===== src/rtl/keypad_time_loader.sv =====
// Keypad front end for the M:SS countdown timer. It buffers up to three BCD digits, checks the
// seconds-tens digit, and drives a one-cycle active-low load strobe into the down-counters.
module keypad_time_loader #(
  parameter int unsigned KEY_CLR      = 10,
  parameter int unsigned KEY_START    = 11,
  parameter int unsigned SEC_TENS_MAX = 5
) (
  input  logic       clk,
  input  logic       clear,
  input  logic       key_valid,
  input  logic [3:0] key_code,
  input  logic       timer_done,
  output logic [3:0] sec_ones,
  output logic [3:0] sec_tens,
  output logic [3:0] min_ones,
  output logic       loadn,
  output logic       running,
  output logic [1:0] digit_count,
  output logic       entry_error
);

  typedef enum logic [1:0] {StIdle, StEntry, StLoad, StRun} state_e;

  state_e state_q;

  logic is_digit, is_clr, is_start;

  always_comb begin
    is_digit = key_valid && (key_code <= 4'd9);
    is_clr   = key_valid && (key_code == 4'(KEY_CLR));
    is_start = key_valid && (key_code == 4'(KEY_START));
  end

  always_ff @(posedge clk) begin
    if (clear) begin
      state_q     <= StIdle;
      sec_ones    <= 4'd0;
      sec_tens    <= 4'd0;
      min_ones    <= 4'd0;
      digit_count <= 2'd0;
      loadn       <= 1'b1;
      running     <= 1'b0;
      entry_error <= 1'b0;
    end else begin
      // Strobes default inactive, so each is at most one cycle wide.
      loadn       <= 1'b1;
      entry_error <= 1'b0;
      unique case (state_q)
        StIdle, StEntry: begin
          if (is_digit) begin
            if (digit_count != 2'd3) begin
              min_ones    <= sec_tens;
              sec_tens    <= sec_ones;
              sec_ones    <= key_code;
              digit_count <= digit_count + 2'd1;
              state_q     <= StEntry;
            end else begin
              entry_error <= 1'b1;
            end
          end else if (is_clr) begin
            sec_ones    <= 4'd0;
            sec_tens    <= 4'd0;
            min_ones    <= 4'd0;
            digit_count <= 2'd0;
            state_q     <= StIdle;
          end else if (is_start && (state_q == StEntry)) begin
            if (sec_tens > 4'(SEC_TENS_MAX)) begin
              entry_error <= 1'b1;
            end else begin
              state_q <= StLoad;
              loadn   <= 1'b0;
              running <= 1'b1;
            end
          end
        end
        // Keys and timer_done are deliberately ignored while the counters latch the digits.
        StLoad: state_q <= StRun;
        StRun: begin
          if (timer_done || is_clr) begin
            sec_ones    <= 4'd0;
            sec_tens    <= 4'd0;
            min_ones    <= 4'd0;
            digit_count <= 2'd0;
            running     <= 1'b0;
            state_q     <= StIdle;
          end
        end
        default: state_q <= StIdle;
      endcase
    end
  end

endmodule


===== config.mk =====
export PLATFORM = sky130hd
export DESIGN_NAME = keypad_time_loader
export DESIGN_NICKNAME = d
export VERILOG_FILES = /design/src/rtl/keypad_time_loader.sv
export SDC_FILE = /design/constraint.sdc
export NUM_CORES = 1
export LEC_CHECK = 0
export BUFFER_PORTS_ARGS = -buffer_cell sky130_fd_sc_hd__buf_2
export CAP_MARGIN = 15
export CORE_MARGIN = 5
export CORE_UTILIZATION = 45
export DETAILED_ROUTE_END_ITERATION = 10
export MAX_ROUTING_LAYER = met4
export PLACE_DENSITY = 0.76
export SYNTH_ARGS = -nofsm -noshare
export SYNTH_HDL_FRONTEND = slang
export SYNTH_SLANG_ARGS = --single-unit

===== constraint.sdc =====
create_clock -name clk -period 1.8 [get_ports clk]
set_input_delay 0.27 -clock clk [delete_from_list [all_inputs] [get_ports clk]]
set_output_delay 0.27 -clock clk [all_outputs]
set_load 0.03 [all_outputs]

# Yosys cells after proc, flatten, opt, wreduce, memory -nomap -nowiden
# Cells that the tools add are included.
# totals
out_inout_bits	17
in_bits	8
elab_cells	74
regBits	19
# classes
magnitude_cmp	2
n_eq_ne	15
n_reduce_logical	13
add_sub_neg	1
bitwise_logic	2
mux	33
# ops
op	n
$mux W4	8
$pmux W4 S2	3
$mux W2	9
$ne A2 B2 Y1 const B	6
$mux W1	10
$eq A4 B4 Y1 const B	2
$ne A4 B4 Y1 const B	2
$reduce_and A4 Y1	2
$ne A3 B3 Y1 const B	2
$pmux W2 S3	1
$reduce_and A6 Y1	1
$reduce_or A5 Y1	1
$eq A2 B2 Y1 const B	2
$gt A4 B3 Y1 const B	1
$le A4 B4 Y1 const B	1
$logic_and A1 B1 Y1	4
$pmux W2 S2	1
$reduce_or A2 Y1	2
$add A2 B1 Y2 const B	1
$eq A2 B1 Y1 const B	1
$logic_not A2 Y1	1
$not A1 Y1	2
$pmux W1 S2	1
$reduce_bool A2 Y1	1
$logic_or A1 B1 Y1	1

# Depth between registers and ports, before layout
# Gate-level depths: netlist of the first run.
# logic_depth
ltp_word	7
depth_mapped	6
depth_no_buf	5

# Worst setup path after synthesis of the first run
# Ideal clock, no wire load.
# synth_timing
kind	flip-flop to flip-flop
startpoint	register digit_count[0]
endpoint	register digit_count[0]
setup_slack_ns	0.098
t_arrival_ns	1.582
n_path_buf	1
path_stages_with_launch	7
path_cell_list	dfxtp_1 -> ha_1 -> inv_1 -> and4_1 -> and3_1 -> clkbuf_1 -> mux2_2
# synth_between
elab_chain_len	4
word_cells_on_any_way	7
# synth_rtl
item	line_no	text
from (decl)	18	output logic [1:0] digit_count,
from (signal assigned)	55	digit_count <= digit_count + 2'd1;
$add A2 B1 Y2	55	
$mux W2	51	if (digit_count != 2'd3) begin
$mux W2	50	if (is_digit) begin
$pmux W2 S2	48	unique case (state_q)
# Several ways; a longest one is shown, not always the timed one. The select of a mux whose other input is x is not followed.
# A chain may end at the register's enable or synchronous reset.

# Worst setup path after layout of the first run
# Ends and elaborated chain as after synthesis.

==> results.md, run 1 <==
* Run status: finished clean
* Crit end category: register
* Root Driver: clkbuf_4
* Placed wire-length estimate at 1.49 mm
* Flop pwr share at around 56%
* Final hold violations at 0
* Post-synthesis compound-gate area fraction at between 30% and 40%
* Post-route setup TNS at 0 ns
* Routed len/inst at about 15 um
* Synth area leader: dfxtp_1
* Worst IR drop on VDD at 439 uV
* CP cell instances: ha_1 > a31o_2 > a22o_1 > mux2_2
* Pwr Total at 0.822 mW
* Synth top area cells: dfxtp_1 (45%), a22o_1 (8.3%), a21oi_1 (5.4%), a221oi_1 (5.2%), nand3_1 (3.0%)
* # diodes at 0
* Post-layout minimum cycle time at roughly 1.7 ns
* CP Launch Type: register
* Max-cap viol count at 0
* Post-synth cell types at 29
* LEAKAGE at 0.461 nW
* Post-route ant nets at 0
* Congestion Overflow GR at 0
* Buffer and inverter count on the worst path at 0
* Most numerous cell in the Yosys netlist: dfxtp_1
* Cell Pwr Density at roughly 800 nW/um2
* CTS Buffer Depth at 2
* Die outline width at 53.2 um
* Mapped Nets at about 100
* CTS Buf Count at 3
* Largest net degree at the start of global routing at 12
* Clock Power Share at 26.0%
* Post-synthesis mux area share at about 1.3%
* Adder-cell share of the synthesized area at 1.49%
* Fmax at between 500 and 600 MHz
* Nets at ~120
* Setup violators final at 0
* Routed wire length at around 2.1 mm
* Largest family of logic cells by synthesized area: compound AO/OA/AOI/OAI gates
* Slew Limit Fails at 0
* Global Route Usage Sum at approximately 17%
* Placer congestion estimate at 0.923
* Number of enable flip-flop cells after synthesis at 0
* Drt via density at around 6
* Num rows at 15
* Filler cells at ~170
* Vias in the first global route at roughly 770
* Layout area overhead at 20.0%
* Syn avg cell area at ~9.3 um2
* Setup Buffers After CTS at 0
* # H-tree levels at 1
* Comb power frac at a little under a fifth
* Worst Setup Path Type: reg -> reg
* CTS tree: built
* Die height at 53.2 um
* Flops & latches, synth at 19
* Post-synth ARST share at 0%
* Cells after synthesis at 90
* Max FO, Critical Path at 9
* Vias at 839
* Hold Crit Class: in -> reg
* Worst-path clk slew at 0.10 ns
* Drt drc at 0
* Register area share after synthesis at a little under half
* RSZ-0062 raised after global routing: false
* P_int at roughly 0.58 mW
* Syn. warnings at 0
* Period utilization at about 93%
* Most used DFF post-synth: dfxtp_1
* First-pass GRT wire length at about 3.5 mm
* Slew of the pin with the lowest slew margin at between 0.3 and 0.4 ns
* Layout cells sized above 1 at 28.9%
* Post-Synth XOR/XNOR Area at 0%
* Die ar. at ~2800 um2
* WP data required at ~2 ns
* Post-synthesis cell area at between 800 and 900 um2
* Relative slew slack at around 75%
* Initial antenna violation count at 0
* Initial Utilization at approximately half
* Worst Skew at 0.000806 ns
* Worst path slowest cell: a22o_1
* Simple-Gate Fraction of Synth Area at ~16%
* Detailed Routing Iterations Pass 1 at 4
* Clock Latency Late Sink at around 0.30 ns
* CP delay by family, top: compound AO/OA/AOI/OAI gates
* Core area at 1750 um2
* Worst path arrival time at 1.87 ns
* Io pins at 25
* Area share of the leading cell type in the synthesized netlist at between 40% and 50%
* DR iter-0 viols at 15
* CP max stage delay at ~0.36 ns
* NetSw at around 0.24 mW
* Synth top cells by count: dfxtp_1 (19), a21oi_1 (9), a22o_1 (8)
* Switching portion of total power at ~30%
* Port bufs at 24
* # clock sinks at 19
==> sequential cells by signal, indices dropped and copies added, names as in the netlist <==
| signal | cells |
|---|---|
| sec_ones | 4 |
| state_q | 2 |
| entry_error | 1 |
| running | 1 |
| digit_count | 2 |
| sec_tens | 4 |
| loadn | 1 |
| min_ones | 4 |
==> worst register-to-register path, delay by kind of cell, from the launching register on <==
| family | cells | cell delay (ns) |
|---|---|---|
| fa+ha+maj | 1 | 0.26 |
| mux | 1 | 0.31 |
| flops | 1 | 0.34 |
| compound gates | 2 | 0.67 |
==> what timing repair did <==
| item | 4_1_cts | 5_1_grt |
|---|---|---|
| gates resized for setup | 0 | 1 |
| hold buffers | 0 | 0 |
| setup endpoints to repair | 0 | 2 |
==> layer usage <==
metal  vias to the layer above  wire, um  track usage, %  part of all wire (%)
met5                         -         0               -                     0
met4                         0        43            7.66                   2.1
met3                         7       162            4.23                   7.9
met2                        42       949            26.2                    46
met1                       390       895            21.9                    44
li1                        400         -               -                     -
==> metrics by stage <==
stage | hold WS, ns | setup slack, ns | utilization, % | instance area (um2) | instances
after global routing | 0.262 | 0.0854 | 57.7 | 1010 | 139
after CTS | 0.236 | 0.0729 | 57.6 | 1010 | 139
after floorplan | 0.395 | 0.0977 | - | 840 | 90
after global placement | 0.459 | 0.117 | 56.1 | 978 | 135
after detailed placement | 0.463 | 0.0886 | 56.1 | 978 | 135
final | 0.244 | 0.126 | 57.7 | 1010 | 139
==> power groups by stage <==
stage,clock network (mW),logic [mW],registers [mW]
finish,0.213,0.151,0.457
global route,0.245,0.165,0.461
CTS,0.220,0.150,0.456
detailed placement,0,0.149,0.465
global placement,0,0.146,0.465
floorplan,0,0.0957,0.476
==> cell usage in the layout (no fill, tap or decap), drive strengths merged, types with 2 or more instances in the layout <==
cell    synthesis  layout
buf             4      26
dfxtp          19      19
a21oi           9       9
a22o            8       8
nand3           5       5
a221oi          5       5
nor3            5       5
nand2           4       4
inv             3       3
nor2            3       3
clkbuf          2       3
o21ai           3       3
and3            2       2
a21o            2       2
and4            2       2
a311oi          2       2
==> cells by family (layout without fill, tap and decap cells) <==
group                    Yosys count  after routing
AND/OR/NAND/NOR                   24             24
multiplexers                       1              1
AO/OA/AOI/OAI                     36             36
adder cells (fa/ha/maj)            1              1
flip-flops                        19             19
buffers and inverters              9             33
==> area by class of cell <==
cell class                 count  area, um2  share of cell area [%]
multi-input combinational     62        420                    41.7
timing repair buffer          26        135                    13.4
inverter                       3       11.3                    1.12
sequential                    19        382                    37.9
tap                           25       31.3                    3.11
clock buffer                   3       22.5                    2.24
clock inverter                 1       5.00                   0.497
==> path summary, 6_finish.rpt <==
| kind | start | to | slack, ns | depth (start not counted) |
|---|---|---|---|---|
| worst min-delay path | key_code[2] | sec_ones[2]$_SDFFE_PP0P_ | 0.24 | 2 |
| worst max register to register | digit_count[0]$_SDFFE_PP0P_ | digit_count[0]$_SDFFE_PP0P_ | 0.13 | 4 |
| worst min register to register | min_ones[3]$_SDFFE_PP0P_ | min_ones[3]$_SDFFE_PP0P_ | 0.48 | 1 |
| worst max-delay path | digit_count[0]$_SDFFE_PP0P_ | digit_count[0]$_SDFFE_PP0P_ | 0.13 | 4 |
No activity file was read; power rests on OpenSTA's default activity.
==> inputs of run 2 (changes only) <==
Settings changed: CORE_UTILIZATION 45 to 52, PLACE_DENSITY 0.76 to 0.85.
Clock period 1.8 ns to 2.2 ns, I/O delays scaled along.
==> run 2 against run 1 <==
Compared with the run above:
- combinational power fell by 19%
- utilization increased by 7.0 points
- register-to-register slack gained 0.31 ns
- wire length decreased by 3.6%
- first-iteration DRC count increased by 140%
- count of clock-buffer cells in the layout rose by 1
- critical path depth unchanged
- cell area shrank 2.1%
- worst setup slack improved by 0.31 ns
- power down 19%
- flip-flop and latch count is the same
- critical endpoint unchanged
- largest power group unchanged
==> results.md, run 2 (synthesis results as in run 1) <==
* Commonest cells after routing, fill and taps aside: buf_2 (24), dfxtp_1 (19), a21oi_1 (9), a22o_1 (8)
* Port bufs at 24 (unchanged)
* Met3 Routed Length at 150 um (-7.4%)
* Worst path arrival time at 1.95 ns (+0.08 ns)
* P_int at 0.474 mW (-18%)
* Fmax at 567 MHz (-5.0%)
* Slew of the pin with the lowest slew margin at 0.386 ns (+0.0102 ns)
* Worst-path clk slew at 0.11 ns (about the same)
* Placer congestion estimate at 0.903 (-2.1%)
* Drt via density at 6.40 (+6.0%)
* CP Launch Type: register
* Cell Pwr Density at 679 nW/um2 (-17%)
* Period utilization at 80.1% (-13 points)
* First-pass GRT wire length at 3.25 mm (-7.3%)
* Vias at 825 (-1.7%)
* Worst r2r path cells at 4 (unchanged)
* Worst Skew at 0.00836 ns (+0.00756 ns)
* Metal2 WL at 917 um (-3.4%)
* Initial antenna violation count at 0 (unchanged)
* RSZ-0062 raised after global routing: false
* Regs by FF count: min_ones x4, sec_ones x4, sec_tens x4
* Hold Path Stages at 2 (unchanged)
* Hold Crit Start: key_code[2]
* Post-route setup TNS at 0 ns (unchanged)
* Setup violators final at 0 (unchanged)
* Max FO, Critical Path at 11 (+2)
* Io pins at 25 (unchanged)
* Hold Crit Class: in -> reg
* FF-to-FF End: digit_count[0]$_SDFFE_PP0P_
* Die outline width at 50.2 um (-5.7%)
* Vias in the first global route at 727 (-6.0%)
* DR iter-0 viols at 36 (+21)
* Comb power frac at 18.2% (-0.2 points)
* Post-layout minimum cycle time at 1.76 ns (+0.0882 ns)
* Met1 WL at 887 um (-0.89%)
* Congestion Overflow GR at 0 (unchanged)
* Detailed Routing Iterations Pass 1 at 5 (+1)
* Buffer and inverter count on the worst path at 1 (+1)
* Hold endpoint: sec_ones[2]$_SDFFE_PP0P_
* WP data required at 2.39 ns (+0.39 ns)
* # H-tree levels at 1 (unchanged)
* Clock Power Share at 26.1% (about the same)
* Root Driver: clkbuf_4
* Worst R2R Start: state_q[1]$_SDFFE_PP0P_
* Final design utilization at 64.7% (+7.0 points)
* Die height at 50.2 um (-5.7%)
* CTS Buffer Depth at 2 (unchanged)
* Final hold violations at 0 (unchanged)
* Num rows at 14 (-1)
* Layout cells sized above 1 at 26.5% (-2.4 points)
* Finished Layout Cells at 129 (-7.2%)
* Flop pwr share at 55.7% (about the same)
* DR top layer: met4
* LEAKAGE at 0.454 nW (-1.6%)
* Crit end category: register
* Nets at 123 (-0.81%)
* CP delay by family, top: compound AO/OA/AOI/OAI gates
* # clock sinks at 19 (unchanged)
* CTS Buf Count at 3 (unchanged)
* Run status: finished clean
* Drt drc at 0 (unchanged)
* Layout area overhead at 17.4%
* Slew Limit Fails at 0 (unchanged)
* Routed len/inst at 15.3 um (+3.9%)
* Initial Utilization at 55.1% (+7.0 points)
* CTS hold repair buffers at 0 (unchanged)
* Worst Setup Path Type: reg -> reg
* CP cell instances: inv_1 > a31o_2 > a22o_1 > mux2_2
* Clock Latency Late Sink at 0.30 ns (about the same)
* Total placed cells including tap cells at 125 (-7.4%)
* Largest net degree at the start of global routing at 12 (unchanged)
* Commonest non-fill, non-tap cell in the layout: buf_2
* Post-route ant nets at 0 (unchanged)
* # diodes at 0 (unchanged)
* Worst path slowest cell: dfxtp_1
* CTS tree: built
* Routed wire length at 1.98 mm (-3.6%)
* Worst IR drop on VDD at 355 uV (-19%)
* Global Route Usage Sum at 16.7% (-0.67 points)
* Worst reg-to-reg setup slack at 0.44 ns (+0.31 ns)
* Placed wire-length estimate at 1.46 mm (-1.8%)
* NetSw at 0.196 mW (-20%)
* Switching portion of total power at 29.2% (-0.54 points)
* Core area at 1520 um2 (-13%)
* Die ar. at 2520 um2 (-11%)
* CP max stage delay at 0.55 ns (+0.19 ns)
* Setup Buffers After CTS at 0 (unchanged)
* Relative slew slack at 74.0% (-0.69 points)
* Post_cts resized at 0 (unchanged)
* CP startpoint: state_q[1]$_SDFFE_PP0P_
* Max-cap viol count at 0 (unchanged)
[run 2: area by class of cell]
class,instances,area [um2]
fill,135,538
multi-input combinational,62,420
sequential,19,380
timing repair buffer,25,128
clock buffer,4,26.3
tap,16,20.0
inverter,3,11.3
[run 2: routing by layer]
metal	vias up	GRT usage, %
li1	405	-
met3	4	4.44
met2	35	26.2
met1	381	20.8
met5	-	-
met4	0	5.24
[run 2: how the worst max path moves through the flow]
stage,slack [ns],depth (start not counted),endpoint
5_1_grt,0.35,4,digit_count[0]$_SDFFE_PP0P_
2_1_floorplan,0.50,6,digit_count[0]$_SDFFE_PP0P_
3_5_place_dp,0.41,5,digit_count[0]$_SDFFE_PP0P_
6_report,0.44,4,digit_count[0]$_SDFFE_PP0P_
3_3_place_gp,0.45,5,digit_count[0]$_SDFFE_PP0P_
4_1_cts,0.47,4,digit_count[0]$_SDFFE_PP0P_
[run 2: power by group through the flow]
| stage | Combinational (mW) | Sequential [mW] | Clock [mW] |
|---|---|---|---|
| 4_1_cts | 0.121 | 0.373 | 0.176 |
| 2_1_floorplan | 0.0783 | 0.390 | 0 |
| 5_1_grt | 0.133 | 0.376 | 0.199 |
| 3_3_place_gp | 0.118 | 0.380 | 0 |
| 6_report | 0.122 | 0.373 | 0.175 |
| 3_5_place_dp | 0.120 | 0.381 | 0 |
[run 2: metrics by stage]
stage | power, mW | instance area [um2] | hold slack (ns) | setup WS (ns)
after floorplan | 0.468 | 840 | 0.447 | 0.498
after global placement | 0.498 | 960 | 0.460 | 0.447
after detailed placement | 0.501 | 960 | 0.464 | 0.406
after CTS | 0.670 | 986 | 0.318 | 0.466
after global routing | 0.708 | 986 | 0.320 | 0.347
final | 0.670 | 986 | 0.322 | 0.438
[run 2: worst register-to-register path: stages (launching register included)]
cell and delay, ns:
dfxtp_1 0.55, inv_1 0.17, a31o_2 0.28, a22o_1 0.36, mux2_2 0.30
==> inputs of run 3 (changes only) <==
Settings changed: CORE_UTILIZATION 52 to 44, PLACE_DENSITY 0.85 to 0.78.
Clock period 2.2 ns to 1.5 ns, I/O delays scaled along.
==> run 3 against run 2 <==
Compared with the run above:
- power grew 52%
- sequential power is 46% higher
- clock power up 43%
- utilization down 1.2 points
- register-to-register slack got worse by 0.41 ns
- die area grew 14%
- first-iteration DRC count down 28%
- worst setup slack got worse by 0.41 ns
- flip-flop and latch count unchanged
- count of clock-buffer cells in the layout fell by 1
==> results.md, run 3 (synthesis results as in run 1) <==
* Die height at 53.7 um (+7.0%)
* Io pins at 25 (unchanged)
* Comb power frac at 21.5% (+3.3 points)
* Drt via density at 5.84 (-8.7%)
* Routed len/inst at 14.4 um (-6.3%)
* CP delay by family, top: compound AO/OA/AOI/OAI gates
* Fmax at 678 MHz (+19%)
* Congestion Overflow GR at 0 (unchanged)
* # clock sinks at 19 (unchanged)
* Cell Pwr Density at 907 nW/um2 (+34%)
* First-pass GRT wire length at 3.42 mm (+5.3%)
* Worst path slowest cell: dfxtp_4
* Clock Power Share at 24.7% (-1.4 points)
* Switching portion of total power at 29.1% (-0.082 points)
* Finished Layout Cells at 149 (+16%)
* Worst IR drop on VDD at 532 uV (+50%)
* Slew of the pin with the lowest slew margin at 0.426 ns (+0.0405 ns)
* Regs by FF count: min_ones x4, sec_ones x4, sec_tens x4
* Root Driver: clkbuf_4
* Layout cells sized above 1 at 38.7% (+12 points)
* Die ar. at 2880 um2 (+14%)
* Post-route setup TNS at 0 ns (unchanged)
* Drt drc at 0 (unchanged)
* Worst-path clk slew at 0.10 ns (about the same)
* Slew Limit Fails at 0 (unchanged)
* Worst Skew at 0.00103 ns (-0.00734 ns)
* Placer congestion estimate at 0.957 (+5.9%)
* Filler cells at 170 (+26%)
* Placed wire-length estimate at 1.64 mm (+12%)
* Total placed cells including tap cells at 145 (+16%)
* Global Route Usage Sum at 16.9% (+0.18 points)
* Crit end category: register
* Hold Crit Class: in -> reg
* CTS Buffer Depth at 2 (unchanged)
* Flop pwr share at 53.8% (-1.9 points)
* CTS Buf Count at 3 (unchanged)
* CP max stage delay at 0.37 ns (-0.18 ns)
* Commonest cells after routing, fill and taps aside: buf_2 (24), dfxtp_1 (16), buf_4 (12), a21oi_1 (9), a22o_1 (7)
* Vias in the first global route at 743 (+2.2%)
* Initial antenna violation count at 0 (unchanged)
* CTS tree: built
* NetSw at 0.296 mW (+51%)
* Relative slew slack at 71.3% (-2.7 points)
* Core area at 1760 um2 (+16%)
* Final Cell Area at 1120 um2 (+14%)
* Post-route ant nets at 0 (unchanged)
* Initial Utilization at 47.6% (-7.5 points)
* CP Launch Type: register
* Setup Buffers After CTS at 0 (unchanged)
* Hold Path Stages at 2 (unchanged)
* Post-layout minimum cycle time at 1.48 ns (-0.287 ns)
* Die outline width at 53.7 um (+7.0%)
* CP cell instances: ha_4 > a31o_4 > a22o_2 > mux2_4
* Setup violators final at 0 (unchanged)
* Nets at 134 (+8.9%)
* RSZ-0062 raised after global routing: true
* Buffer and inverter count on the worst path at 0 (-1)
* Period utilization at 98.4% (+18 points)
* Crit path depth at 4 (unchanged)
* Commonest non-fill, non-tap cell in the layout: buf_2
* Detailed Routing Iterations Pass 1 at 4 (-1)
* LEAKAGE at 0.514 nW (+13%)
* # diodes at 0 (unchanged)
* Max FO, Critical Path at 9 (-2)
* Dpl cell area at 1090 um2 (+13%)
* Clock Latency Late Sink at 0.29 ns (about the same)
* Final hold violations at 0 (unchanged)
* Vias at 870 (+5.5%)
* Port bufs at 24 (unchanged)
* Worst Setup Path Type: reg -> reg
* Largest net degree at the start of global routing at 12 (unchanged)
* WP data required at 1.69 ns (-0.70 ns)
* DR iter-0 viols at 26 (-28%)
* Run status: finished clean
* CTS hold repair buffers at 0 (unchanged)
* Layout area overhead at 33.4%
* # H-tree levels at 1 (unchanged)
* Routed wire length at 2.14 mm (+8.2%)
* Worst r2r path cells at 4 (unchanged)
* P_int at 0.720 mW (+52%)
* Num rows at 15 (+1)
* Worst path arrival time at 1.67 ns (-0.28 ns)
* Max-cap viol count at 0 (unchanged)
-- run 3: worst paths after layout --
path	start	end	slack, ns
min	clear	running$_SDFFE_PP0P_	0.23
max	digit_count[0]$_SDFFE_PP0P_	digit_count[0]$_SDFFE_PP0P_	0.02
min reg2reg	min_ones[3]$_SDFFE_PP0P_	min_ones[3]$_SDFFE_PP0P_	0.49
max reg2reg	digit_count[0]$_SDFFE_PP0P_	digit_count[0]$_SDFFE_PP0P_	0.02
-- run 3: timing repair --
| item | 4_1_cts | 5_1_grt |
|---|---|---|
| gates resized for setup | 1 | 2 |
| endpoints found under the hold margin | 0 | 0 |
| setup endpoints to repair | 1 | 11 |
| pin swaps | 0 | 0 |
-- run 3: final cells by class --
class,instances,area [um2],share of cell area [%]
Clock buffer,3,22.5,2.01
Multi-Input combinational cell,62,448,40.0
Inverter,3,11.3,1.01
Tap cell,25,31.3,2.79
Timing Repair Buffer,36,210,18.8
Sequential cell,19,392,35.0
Clock inverter,1,5.00,0.447
-- run 3: worst register-to-register path: stages (launching register included) --
cell	delay (ns)
dfxtp_4	0.37
ha_4	0.18
a31o_4	0.23
a22o_2	0.33
mux2_4	0.27
-- run 3: power groups by stage --
stage / Clock [mW] / Combinational [mW] / Sequential [mW]
after floorplan: 0 / 0.129 / 0.574
after global placement: 0 / 0.211 / 0.556
after detailed placement: 0 / 0.217 / 0.557
after CTS: 0.265 / 0.218 / 0.546
after global routing: 0.296 / 0.237 / 0.550
final: 0.251 / 0.218 / 0.546
-- run 3: layer usage --
| layer | up-vias | GRT usage (%) | part of all wire (%) |
|---|---|---|---|
| met5 | - | - | 0 |
| met4 | 0 | 6.38 | 1.2 |
| met3 | 4 | 4.99 | 5.6 |
| met2 | 26 | 26.4 | 48 |
| met1 | 419 | 20.3 | 45 |
| li1 | 421 | - | - |
-- run 3: per-stage QoR --
stage / setup WS (ns) / util, % / power [mW] / hold slack (ns)
after global placement: -0.00131 / 61.6 / 0.767 / 0.459
after detailed placement: -0.0481 / 61.6 / 0.774 / 0.465
final: 0.0244 / 63.5 / 1.02 / 0.235
after floorplan: -0.0317 / - / 0.704 / 0.350
after global routing: -0.0100 / 63.5 / 1.08 / 0.215
after CTS: 0.0249 / 63.3 / 1.03 / 0.214
